==> config.mk <==
export PLATFORM = sky130hd
export DESIGN_NAME = inexact_mul_seq
export DESIGN_NICKNAME = d
export VERILOG_FILES = /design/src/rtl/inexact_mul_seq.sv
export SDC_FILE = /design/constraint.sdc
export NUM_CORES = 1
export LEC_CHECK = 0
export CAP_MARGIN = 20
export CORE_UTILIZATION = 34
export DETAILED_ROUTE_END_ITERATION = 7
export PLACE_DENSITY_LB_ADDON = 0.15
export SYNTH_ARGS = -nofsm -noshare
export SYNTH_HDL_FRONTEND = slang
export SYNTH_SLANG_ARGS = --single-unit
==> constraint.sdc <==
create_clock -name clk -period 2.1 [get_ports clk]
set_input_delay 0.525 -clock clk [delete_from_list [all_inputs] [get_ports clk]]
set_output_delay 0.525 -clock clk [all_outputs]
set_load 0.01 [all_outputs]
==> src/rtl/inexact_mul_seq.sv <==
// inexact_mul_seq: sequences the four nibble products of an 8x8 multiply through one shared 4x4 approximate multiplier
module inexact_mul_seq #(
    parameter int unsigned MUL_LAT   = 0,
    parameter bit          LL_AP3    = 1'b1,
    parameter bit          SKIP_ZERO = 1'b1
) (
    input  logic        clk,
    input  logic        rst,
    input  logic        in_valid,
    output logic        in_ready,
    input  logic [7:0]  a,
    input  logic [7:0]  b,
    output logic        out_valid,
    input  logic        out_ready,
    output logic [15:0] prod8,
    output logic        mul_en,
    output logic [3:0]  mul_a,
    output logic [3:0]  mul_b,
    output logic        mul_var,
    input  logic [7:0]  mul_prod,
    output logic        busy
);
    localparam int WW = (MUL_LAT > 0) ? $clog2(MUL_LAT + 1) : 1;
    typedef enum logic [1:0] {IDLE, STEP, ACC, DONE} state_t;
    state_t        r_state;
    logic [7:0]    r_a, r_b;
    logic [1:0]    r_k;
    logic [WW-1:0] r_wait;
    logic [7:0]    r_pp [4];
    logic [1:0]    w_nk;
    logic [3:0]    w_na, w_nb;
    logic          w_skip, w_nskip, w_askip, w_step_done;
    logic [16:0]   w_sum;
    assign in_ready  = (r_state == IDLE);
    assign out_valid = (r_state == DONE);
    assign busy      = (r_state != IDLE);
    // next-step nibble selection (k[1] picks the a nibble, k[0] the b nibble), skip decisions and the shift-add
    always_comb begin
        w_nk        = r_k + 2'd1;
        w_na        = w_nk[1] ? r_a[7:4] : r_a[3:0];
        w_nb        = w_nk[0] ? r_b[7:4] : r_b[3:0];
        w_skip      = SKIP_ZERO && (mul_a == 4'd0 || mul_b == 4'd0);
        w_nskip     = SKIP_ZERO && (w_na == 4'd0 || w_nb == 4'd0);
        w_askip     = SKIP_ZERO && (a[3:0] == 4'd0 || b[3:0] == 4'd0);
        w_step_done = w_skip || (r_wait == WW'(MUL_LAT));
        w_sum       = {9'd0, r_pp[0]} + {5'd0, r_pp[1], 4'd0} + {5'd0, r_pp[2], 4'd0} + {1'b0, r_pp[3], 8'd0};
    end
    // control FSM: accept operands, issue/capture each nibble step, accumulate, hold result until taken
    always_ff @(posedge clk) begin
        if (rst) begin
            r_state <= IDLE;
            r_a     <= '0;
            r_b     <= '0;
            r_k     <= '0;
            r_wait  <= '0;
            r_pp    <= '{default: '0};
            prod8   <= '0;
            mul_en  <= 1'b0;
            mul_a   <= '0;
            mul_b   <= '0;
            mul_var <= 1'b0;
        end else begin
            case (r_state)
                IDLE: if (in_valid) begin
                    r_a     <= a;
                    r_b     <= b;
                    r_k     <= 2'd0;
                    r_wait  <= '0;
                    mul_a   <= a[3:0];
                    mul_b   <= b[3:0];
                    mul_var <= LL_AP3;
                    mul_en  <= !w_askip;
                    r_state <= STEP;
                end
                STEP: begin
                    mul_en <= 1'b0;
                    if (w_step_done) begin
                        r_pp[r_k] <= w_skip ? 8'd0 : mul_prod;
                        r_wait    <= '0;
                        if (r_k == 2'd3) begin
                            r_state <= ACC;
                        end else begin
                            r_k     <= w_nk;
                            mul_a   <= w_na;
                            mul_b   <= w_nb;
                            mul_var <= 1'b0;
                            mul_en  <= !w_nskip;
                        end
                    end else begin
                        r_wait <= r_wait + WW'(1);
                    end
                end
                ACC: begin
                    prod8   <= w_sum[16] ? 16'hFFFF : w_sum[15:0];
                    r_state <= DONE;
                end
                DONE: if (out_ready) r_state <= IDLE;
                default: r_state <= IDLE;
            endcase
        end
    end
endmodule

; ---- Yosys cells after proc, flatten, opt, wreduce, memory -nomap -nowiden
; Cells that the tools add are included.
[word_totals]
in_bits = 28
output_inout_bits = 29
ff_bits = 79
[op_classes]
reduce_logical = 21
addsub = 5
n_eq_ne = 9
bitwise_logic = 2
muxes = 35
magnitude_cmp = 2
[ops]
columns = op, n
row1 = bitwise mux 32 bit, 1
row2 = two-way mux 4 bit, 8
row3 = zero test 4 bit, 6
row4 = adder 14 x 16 -> 17 bit, 1
row5 = demux 8 bit (select 2 bit), 1
row6 = two-way mux 16 bit, 1
row7 = two-way mux 8 bit, 2
row8 = case mux 4 bit (2 select lines), 2
row9 = adder 13 x 12 -> 14 bit, 1
row10 = two-way mux 2 bit, 7
row11 = adder 8 x 12 -> 13 bit, 1
row12 = two-way mux 1 bit, 8
row13 = inequality test 2 bit (second input constant), 4
row14 = case mux 2 bit (4 select lines), 1
row15 = AND reduction 4 bit, 2
row16 = equality test 2 bit (second input constant), 3
row17 = case mux 1 bit (2 select lines), 3
row18 = AND reduction 2 bit, 3
row19 = logical OR 1 bit, 4
row20 = case mux 2 bit (2 select lines), 1
row21 = nonzero test 2 bit, 2
row22 = greater-or-equal comparator 3 bit (second input constant), 1
row23 = less-than comparator 3 x 1 -> 1 bit (second input constant), 1
row24 = NOT 2 -> 3 bit, 1
row25 = 8 further kinds, 9

; ---- Depth between registers and ports, before layout
[depth]
word_depth = 8
ltp_mapped = 11
depth_no_buf = 11

; ---- Worst setup path after synthesis
; Ideal clock, no wire load.
[synth_path]
path_kind = register -> register
startpoint = reg r_pp[10] (netlist name)
endpoint = reg prod8[10]
path_slack_ns = -0.133
stages_incl_launch_ff = 8
setup_time_ns = 0.142
arrival_time_ns = 2.091
period_less_slack_ns = 2.233
path_cell_list = dfxtp_1 -> fa_1 -> ha_1 -> a211oi_1 -> o211ai_1 -> nand3_1 -> clkbuf_1 -> a311oi_1
[synth_via]
elab_chain_len = 3
[synth_rtl]
columns = element, line_no
row1 = "start, declared", 29  ; logic [7:0] r_pp [4];
row2 = "start signal, assigned by index", 78  ; r_pp[r_k] <= w_skip ? 8'd0 : mul_prod;
row3 = adder 13 x 12 -> 14 bit, 46  ; w_sum = {9'd0, r_pp[0]} + {5'd0, r_pp[1], 4'd0} + {5'd0, r_pp[2], 4'd0} + {1'b0, r_pp[3], 8'd0};
row4 = adder 14 x 16 -> 17 bit, 46
row5 = two-way mux 16 bit, 94  ; prod8 <= w_sum[16] ? 16'hFFFF : w_sum[15:0];
row6 = "end signal, assigned", 94
row7 = "end, declared", 15  ; output logic [15:0] prod8,
; Every way passes these cells.
; A chain may end at the register's enable or synchronous reset.

; ---- Worst setup path in the final report
[layout_path]
startpoint = reg r_pp[9] (netlist name)
endpoint = reg prod8[11]
; The elaborated chain is that of the path after synthesis.

==> results by group <==
GRT
  – Global-route wire length before repair: 15,460 um
  – Initial antenna violation count: 0
  – Total global routing track utilization: 0.1703
  – Vias in the first global route: 3,067
  – Largest net degree at the start of global routing: 60
  – Grt ovf: 0

STA
  – Ratio of final minimum period to clock period: 1.070
  – Peak Freq: 445.0 MHz
  – Hold WS: 462.0 ps
  – Final setup fails: 16
  – Slew Limit Fails: 0
  – Slew HR: 0.6357
  – Post-route setup slack: -147.3 ps
  – RSZ-0062 raised after global routing: true
  – Final Hold Fails: 0
  – Slew @ Worst Pin: 544.4 ps
  – Clock skew: 9.428 ps
  – Final min period: 2247 ps

CTS
  – Clock buffer count from CTS: 9
  – Sink Count: 79
  – Clk Latency, worst-skew pair: 340 ps
  – CTS Hold Bufs: 0
  – Clk pin slew, worst setup/hold paths: 60 ps
  – TritonCTS clock tree: done
  – Root Driver: clkbuf_16
  – H-tree level count: 3
  – Clk buf depth: 2

Critical path
  – RR Startpoint: r_pp[9]
  – CP startpoint: r_pp[9]
  – R2R depth: 9
  – WS Path Type: reg -> reg
  – Worst path max stage delay: 550 ps
  – WP data required: 2350 ps
  – Buf/Inv on CP: 1
  – Top delay family on crit path: adder cells
  – Crit. End Element: flop
  – Startpoint types: flop
  – CP Max Fanout: 2
  – CP arrival: 2500 ps
  – WP depth: 9
  – Cells along the critical path: fa_1 -> ha_2 -> inv_2 -> fa_2 -> nor2b_4 -> o2111ai_2 -> nand3b_1 -> xnor2_1 -> a311oi_1
  – Crit-path slowest cell: fa_1

Floorplanning
  – Num ports: 57
  – Rows: 38
  – Die Y-Extent: 109.8 um
  – Starting Density: 0.3566
  – Die width: 109.8 um
  – Die area: 0.01205 mm^2
  – Core area: 0.01108 mm^2

Flow run
  – MaxCap Viol Count: 0

Pwr
  – LEAKAGE: 0.002163 uW
  – Pwr/cell area: 1205 mW/mm^2
  – VDD IR max: 829.2 uV

Synthesis
  – #FFs+latches synth: 79
  – Top_reg_cell synth: dfxtp_1
  – Synth top area cells: dfxtp_1, mux2i_1, nor2_1
  – Synthesized area: 0.003950 mm^2
  – Number of synthesized flops with an enable pin: 0
  – Syn_nets: 482
  – Simple logic cell fraction of the synthesized area: 0.1777
  – Top cells by instance count after synthesis: dfxtp_1, nor2_1, nand2_1
  – FFs w/ async S/R, synth: 0
  – Post-synthesis xor/xnor area fraction: 0.01330
  – Synth cell types: 47
  – Adder-Cell Fraction of Synth Area: 0.09629
  – Largest family of logic cells by synthesized area: simple AND/OR/NAND/NOR gates
  – Mux share of post-synthesis cell area: 0.1064
  – Synth Warn #: 0
  – Synth Area in Compound Gates: 0.1473
  – Most frequent cell after synthesis: dfxtp_1
  – Largest area contributor in the netlist: dfxtp_1
  – Synthesized instance count: 429
  – Yosys top cell area share: 0.4004
  – Mean post-synth cell area: 9.208 um^2
  – Fraction of the yosys area taken by sequential cells: 0.4004

Hold path
  – Worst hold path depth: 2
  – HP Class: reg -> reg
  – Hold Startpoint: r_a[0]

Detailed routing
  – Residual DRC count: 0
  – Drt wl/cell: 14.47 um
  – Drt initial violations: 155
  – Drt first pass iters: 6
  – Final wirelength: 9245 um
  – Routed vias: 3,162
  – Average vias per placed instance: 4.948
  – Routed Antenna Nets: 0

Placed design
  – # port buffers: 56
  – DP HPWL: 6710 um
  – Gpl congestion: 0.7671

Layout
  – Finished Core Util: 0.4669
  – Ant diodes: 0
  – Area grow syn2layout: 30.95%
  – Nets@finish: 547
  – Layout cells sized above 1: 0.1804

Status
  – Failing checks: negative setup slack
  – Status: complete, but fails checks
==> timing repair <==
item                                    4_1_cts  5_1_grt
pin swaps                                    14       19
resized for setup                            15       15
setup buffers                                 0        1
endpoints found under the setup margin       18       17
==> through the flow <==
step,std cells,total power (uW),area [um^2],TNS [ps],worst slack [ps]
6_report,639,6231,5172,-1607,-147.3
5_1_grt,639,6647,5172,-3405,-269.4
4_1_cts,638,6299,5092,-2013,-186.0
3_5_place_dp,622,4587,4711,-1911,-203.6
3_3_place_gp,622,4552,4711,-1377,-127.7
2_1_floorplan,429,3728,3966,-459.6,-53.86
==> path summary, 6_finish.rpt <==
kind,to,slack [ps]
max,prod8[11],-150
min,r_a[0],460
max reg2reg,prod8[11],-150
min reg2reg,r_a[0],460
==> state kept, by name, summed over array words and instances, names as in the netlist, 2 cells and up <==
name / flops
r_a: 8
mul_b: 4
r_state: 2
r_k: 2
r_b: 8
r_pp: 32
prod8: 16
mul_a: 4
==> placed cells by master, fill, tap and decap left out, types with 10 or more instances in the layout <==
cell / n
a311oi_1: 13
dfxtp_1: 70
a21oi_1: 28
buf_4: 20
inv_1: 20
ha_1: 10
clkdlybuf4s50_1: 53
nor2_1: 63
mux2i_1: 42
nand2_1: 46
==> routing by layer <==
layer	vias up	wire (um)	GRT usage
met5	-	0	0
met4	0	103	0.04857
met3	9	331	0.04446
met2	47	4149	0.2643
met1	1490	4661	0.2312
li1	1616	-	-
==> worst register-to-register path: cells and delay by family (launching register included) <==
family	cells	cell delay [ps]
simple gates	2	260
fa+ha+maj	3	1100
flops	1	330
xor+xnor	1	70
buf+inv	1	40
compound gates	2	360
==> power by group <==
part           leakage (uW)  switching [uW]  internal [uW]
Combinational       0.00136            1400           1140
Sequential         0.000647             195           1810
Clock              0.000160             651           1040
Total               0.00216            2240           3990
==> area by class of cell <==
class / count / area, um^2
clock buffers: 9 / 225.2
repair buffers: 78 / 738.2
inverters: 21 / 78.83
clock inverters: 7 / 96.34
well taps: 140 / 175.2
fillers: 1043 / 5906
multi-input cells: 305 / 2266
flip-flops and latches: 79 / 1593
==> cells by family after synthesis <==
| kind of cell | after synthesis |
|---|---|
| AND/OR/NAND/NOR | 153 |
| XOR/XNOR | 6 |
| buffers and inverters | 45 |
| adder cells (fa/ha/maj) | 25 |
| multiplexers | 42 |
| AO/OA/AOI/OAI | 79 |
| flip-flops | 79 |
Note: power is estimated with default switching activity, not from simulation.
==> RTL change 1: new RTL, config.mk and constraints unchanged <==
The parameter `MUL_LAT` goes from 0 to 1.
--- a/src/rtl/inexact_mul_seq.sv
+++ b/src/rtl/inexact_mul_seq.sv
@@ -1,6 +1,6 @@
 // inexact_mul_seq: sequences the four nibble products of an 8x8 multiply through one shared 4x4 approximate multiplier
 module inexact_mul_seq #(
-    parameter int unsigned MUL_LAT   = 0,
+    parameter int unsigned MUL_LAT   = 1,
     parameter bit          LL_AP3    = 1'b1,
     parameter bit          SKIP_ZERO = 1'b1
 ) (
Check against the original RTL: not equivalent (a bounded check fails within 4 cycles, from zero or initial values and one cycle with rst high).
==> RTL change 1 against the unedited design <==
The run still ends with setup timing left. Design area is 3.5% higher. Setup slack worse by 0.16 ns. Total power is 2.0% higher. Synthesized area hardly changed. Combinational power is 6% higher. Routed wire length is 2.8% higher. Sequential cell count stayed put.
==> RTL change 1: results (changes against the unedited design) <==
metric	value	unit	change
synth_fp_nets	481		-0.21%
path_max_fanout	3		+1
p_leak	2.23	nW	+3.2%
synthDistinctLibCells	49		+4.3%
outcome	finished, violations left		
synth-xor-area-share	0.0133		about the same
pre_cts_ws	-0.370	ns	-0.166 ns
synth_compound_area_frac	0.126		-0.0208
violations	setup timing		
layout_setup_ws	-0.305	ns	-0.157 ns
r2r_start	r_pp[29]		
gp_congestion	0.819		+6.7%
fin_setup_tns	-4.41	ns	-2.81 ns
max-vdd-ir-drop	0.000553	V	-33%
dpl.hpwl	6.80	mm	+1.3%
wl_per_cell	14.7	um	+1.7%
first_pass_iters	4		-2
muxShareOfSynthArea	0.127		+0.0207
setup_viol	16		unchanged
fin_skew	0.00612	ns	-0.00331 ns
synth_area_leaders	dfxtp_1 40%, mux2i_1 12%, nor2_1 7.3%		
r2r.worst_path.cells	10		+1
synth_common_cells	79 x dfxtp_1, 77 x nor2_1, 49 x mux2i_1, 38 x nand2_1, 31 x a21oi_1		
drive_gt1_frac	0.208		+0.0271
grt_max_degree	66		+10%
reg_top3	r_pp (32), prod8 (16)		
drtIter0Drc	115		-26%
finalNetCount	554		+1.3%
swShare	0.350		-0.00964
track_usage	0.170		-0.000263
grt_pass1_vias	3060		-0.23%
grt_pass1_wl	15.6	mm	+0.58%
maxSlewHeadroom	0.743		+0.107
[RTL change 1: cell types whose count changed in the layout (fill, tap and decap cells not counted), sizes merged, moves of 5 or more]
cell	before	now
a211o	8	0
nand2b	7	2
mux2i	42	49
nand2	50	38
buf	23	32
o21ai	6	1
nor2	63	78
[RTL change 1: cells by family after synthesis]
family,count (synthesis)
AO/OA/AOI/OAI,69
multiplexers,50
XOR/XNOR,6
AND/OR/NAND/NOR,155
buffers and inverters,44
flip-flops,79
adder cells (fa/ha/maj),25
[RTL change 1: repair_timing]
item / in CTS / in global routing
hold buffers: 0 / 0
endpoints found under the setup margin: 18 / 17
pin swaps: 1 / 13
gates resized for setup: 8 / 27
setup buffers: 1 / 0
[RTL change 1: metrics by stage]
stage          utilization  cells
2_1_floorplan            -    428
3_3_place_gp         0.442    629
3_5_place_dp         0.442    629
4_1_cts              0.472    646
5_1_grt              0.483    646
6_report             0.483    646
[RTL change 1: area by class of cell]
type | count | area (um^2)
multi-input cells | 305 | 2350
inverters | 19 | 71.3
repair buffers | 87 | 852
fillers | 1083 | 5730
clock buffers | 9 | 225
flip-flops and latches | 79 | 1590
clock inverters | 7 | 87.6
well taps | 140 | 175
[RTL change 1: worst min path at each step]
stage	endpoint	slack, ns	depth (start not counted)	start
3_5_place_dp	r_b[3]	0.45	2	r_b[3]
3_3_place_gp	r_b[0]	0.44	2	r_b[0]
4_1_cts	r_b[0]	0.46	2	r_b[0]
2_1_floorplan	r_b[4]	0.44	2	r_b[4]
5_1_grt	r_b[3]	0.48	2	r_b[3]
6_report	r_b[3]	0.46	2	r_b[3]
[RTL change 1: power groups by stage]
stage | logic (mW) | registers (mW) | clock network, mW
after detailed placement | 2.65 | 2.03 | 0
after global routing | 2.95 | 2.04 | 1.77
after global placement | 2.64 | 2.02 | 0
after CTS | 2.64 | 2.00 | 1.70
after floorplan | 1.62 | 2.08 | 0
final | 2.69 | 2.00 | 1.66
[RTL change 1: critical path, cell delays in order, from the launching register on]
cell and delay (ns):
dfxtp_2 0.33, fa_1 0.53, ha_2 0.18, inv_2 0.05, fa_2 0.38, nor2b_4 0.15, o31ai_4 0.09, buf_6 0.13
a21oi_2 0.13, xnor2_1 0.09, a311oi_1 0.23
[RTL change 1: routing by layer]
layer,vias to the layer above,share of wire,GRT usage
met5,-,0,0
met4,0,0.017,0.0686
met3,12,0.041,0.0350
met2,59,0.44,0.254
met1,1501,0.51,0.237
li1,1624,-,-
==> RTL change 2: new RTL, config.mk and constraints unchanged <==
Without the edit above. Make the reset (`rst`) asynchronous in one clocked block.
--- a/src/rtl/inexact_mul_seq.sv
+++ b/src/rtl/inexact_mul_seq.sv
@@ -46,7 +46,7 @@
         w_sum       = {9'd0, r_pp[0]} + {5'd0, r_pp[1], 4'd0} + {5'd0, r_pp[2], 4'd0} + {1'b0, r_pp[3], 8'd0};
     end
     // control FSM: accept operands, issue/capture each nibble step, accumulate, hold result until taken
-    always_ff @(posedge clk) begin
+    always_ff @(posedge clk or posedge rst) begin
         if (rst) begin
             r_state <= IDLE;
             r_a     <= '0;
Formal check against the unedited RTL: differs if rst is asserted again (counterexample within 4 cycles, from zero or initial values and one cycle with rst high); with rst held inactive, the same outputs for 10 cycles.
==> RTL change 2 against the unedited design <==
The run still ends with setup timing left. Die area increased by 1.0%. Sequential cell count unchanged. Routed wire length is 1.5% lower. Design area is 5.5% higher. Utilization is 1.1 points higher. Setup slack worse by 0.11 ns. Synthesized cell count decreased by 17%. Via count is 5.7% lower. Total power up 37%. Sequential power up 32%. Synthesized area rose by 1.0%.
==> RTL change 2: results (changes against the unedited design) <==
metric	value	unit	change
hp-class	reg -> reg		
root_buffer	clkbuf_16		
ys_seq_area_frac	0.495		+0.0951
finalNetCount	505		-7.7%
grt_overflow	0		unchanged
synthCells	357		-17%
fillers	1099		+5.4%
violations	setup timing		
drive_gt1_frac	0.224		+0.0433
vias_per_cell	4.98		+0.64%
first_pass_iters	4		-2
reg_top3	r_pp (32), prod8 (16)		
power_switching	2.98	mW	+33%
antenna_found_initial	0		unchanged
wl_per_cell	15.2	um	+5.1%
max-vdd-ir-drop	0.000746	V	-10%
max_stage_delay	0.54	ns	
maxSlewHeadroom	0.709		+0.0730
drtIter0Drc	125		-19%
fin_skew	0.00703	ns	-0.00240 ns
cp.arrival	2.60	ns	+0.10 ns
synth.cell_area	3990	um^2	+1.0%
clkLatencyLatePin	0.34	ns	about the same
grt_max_degree	36		-40%
synthDistinctLibCells	51		+8.5%
dp.cells	580		-6.8%
dpl.hpwl	6.77	mm	+0.92%
synth-main-ff-cell	dfrtp_1		
io_buffers	56		unchanged
synth_common_cells	79 x dfrtp_1, 36 x nor2_1, 32 x a22o_1, 22 x nand2_1, 21 x inv_1		
r2r.worst_path.cells	9		unchanged
antenna_cells	0		unchanged
p_leak	2.45	nW	+13%
async_flop_share	1.00		+1.00
setup_viol	16		unchanged
grt_pass1_vias	3009		-1.9%
path_max_fanout	3		+1
outcome	finished, violations left		
grt_pass1_wl	15.2	mm	-1.5%
gp_congestion	0.771		+0.52%
track_usage	0.168		-0.00188
drt-total-wl	9.11	mm	-1.5%
cpMaxStageDelayCell	fa_1		
layout_setup_ws	-0.254	ns	-0.106 ns
synth_area_leaders	dfrtp_1 50%, a22o_1 7.0%, ha_1 5.0%		
synth_fp_nets	410		-15%
## RTL change 2: power groups by stage
stage,clock (mW),combinational [mW],sequential [mW]
global route,1.83,4.67,2.72
finish,1.72,4.16,2.64
detailed placement,0,4.07,2.66
global placement,0,4.03,2.63
CTS,1.78,4.10,2.64
floorplan,0,2.48,2.68
## RTL change 2: through the flow
stage	cell area (um^2)	utilization	power (mW)	TNS (ns)	setup slack (ns)
floorplan	4050	-	5.16	-0.731	-0.109
global placement	5040	0.442	6.67	-2.30	-0.192
detailed placement	5040	0.442	6.73	-2.98	-0.246
CTS	5380	0.471	8.52	-3.00	-0.255
global route	5460	0.478	9.22	-5.21	-0.376
finish	5460	0.478	8.53	-2.74	-0.254
## RTL change 2: worst paths after layout
check | from | slack, ns | to
max reg2reg | r_pp[17] | -0.25 | prod8[15]
min | mul_var | 0.50 | mul_var
min in group asynchronous | rst | 0.54 | r_pp[23]
max in group asynchronous | rst | 1.05 | prod8[0]
min reg2reg | mul_var | 0.50 | mul_var
max | r_pp[17] | -0.25 | prod8[15]
## RTL change 2: worst max-delay path, delay by kind of cell (launching register included)
kind                       cells  cell delay [ns]
AOI/OAI and AO/OA              4             0.60
and+or+nand+nor                1             0.15
adders and majority gates      3             1.09
DFF                            1             0.39
buffers and inverters          1             0.04
## RTL change 2: cells by family (layout without fill, tap and decap cells)
family	count (synthesis)	after routing	share of synthesized area
simple gates	94	94	0.119
compound gates	93	93	0.172
flops	79	79	0.495
buf+inv	34	133	0.0342
mux	26	26	0.0706
fa+ha+maj	25	25	0.0953
xor+xnor	6	6	0.0132
## RTL change 2: area by class of cell
| cell class | instances | area (um^2) | share of cell area |
|---|---|---|---|
| repair buffers | 97 | 903 | 0.166 |
| clock inverters | 3 | 65.1 | 0.0119 |
| multi-input cells | 244 | 1980 | 0.364 |
| clock buffers | 12 | 267 | 0.0488 |
| flip-flops and latches | 79 | 1980 | 0.362 |
| inverters | 21 | 82.6 | 0.0151 |
| well taps | 143 | 179 | 0.0328 |
## RTL change 2: routing by layer
| layer | GRT usage | vias up | wire (um) |
|---|---|---|---|
| li1 | - | 1475 | - |
| met1 | 0.213 | 1434 | 4280 |
| met2 | 0.277 | 62 | 4320 |
| met3 | 0.0329 | 12 | 352 |
| met4 | 0.0789 | 0 | 155 |
| met5 | 0 | - | 0 |
## RTL change 2: timing repair
item | CTS | global route
pin swaps | 2 | 8
setup buffers | 1 | 3
gates resized for setup | 3 | 11
setup endpoints to repair | 18 | 16
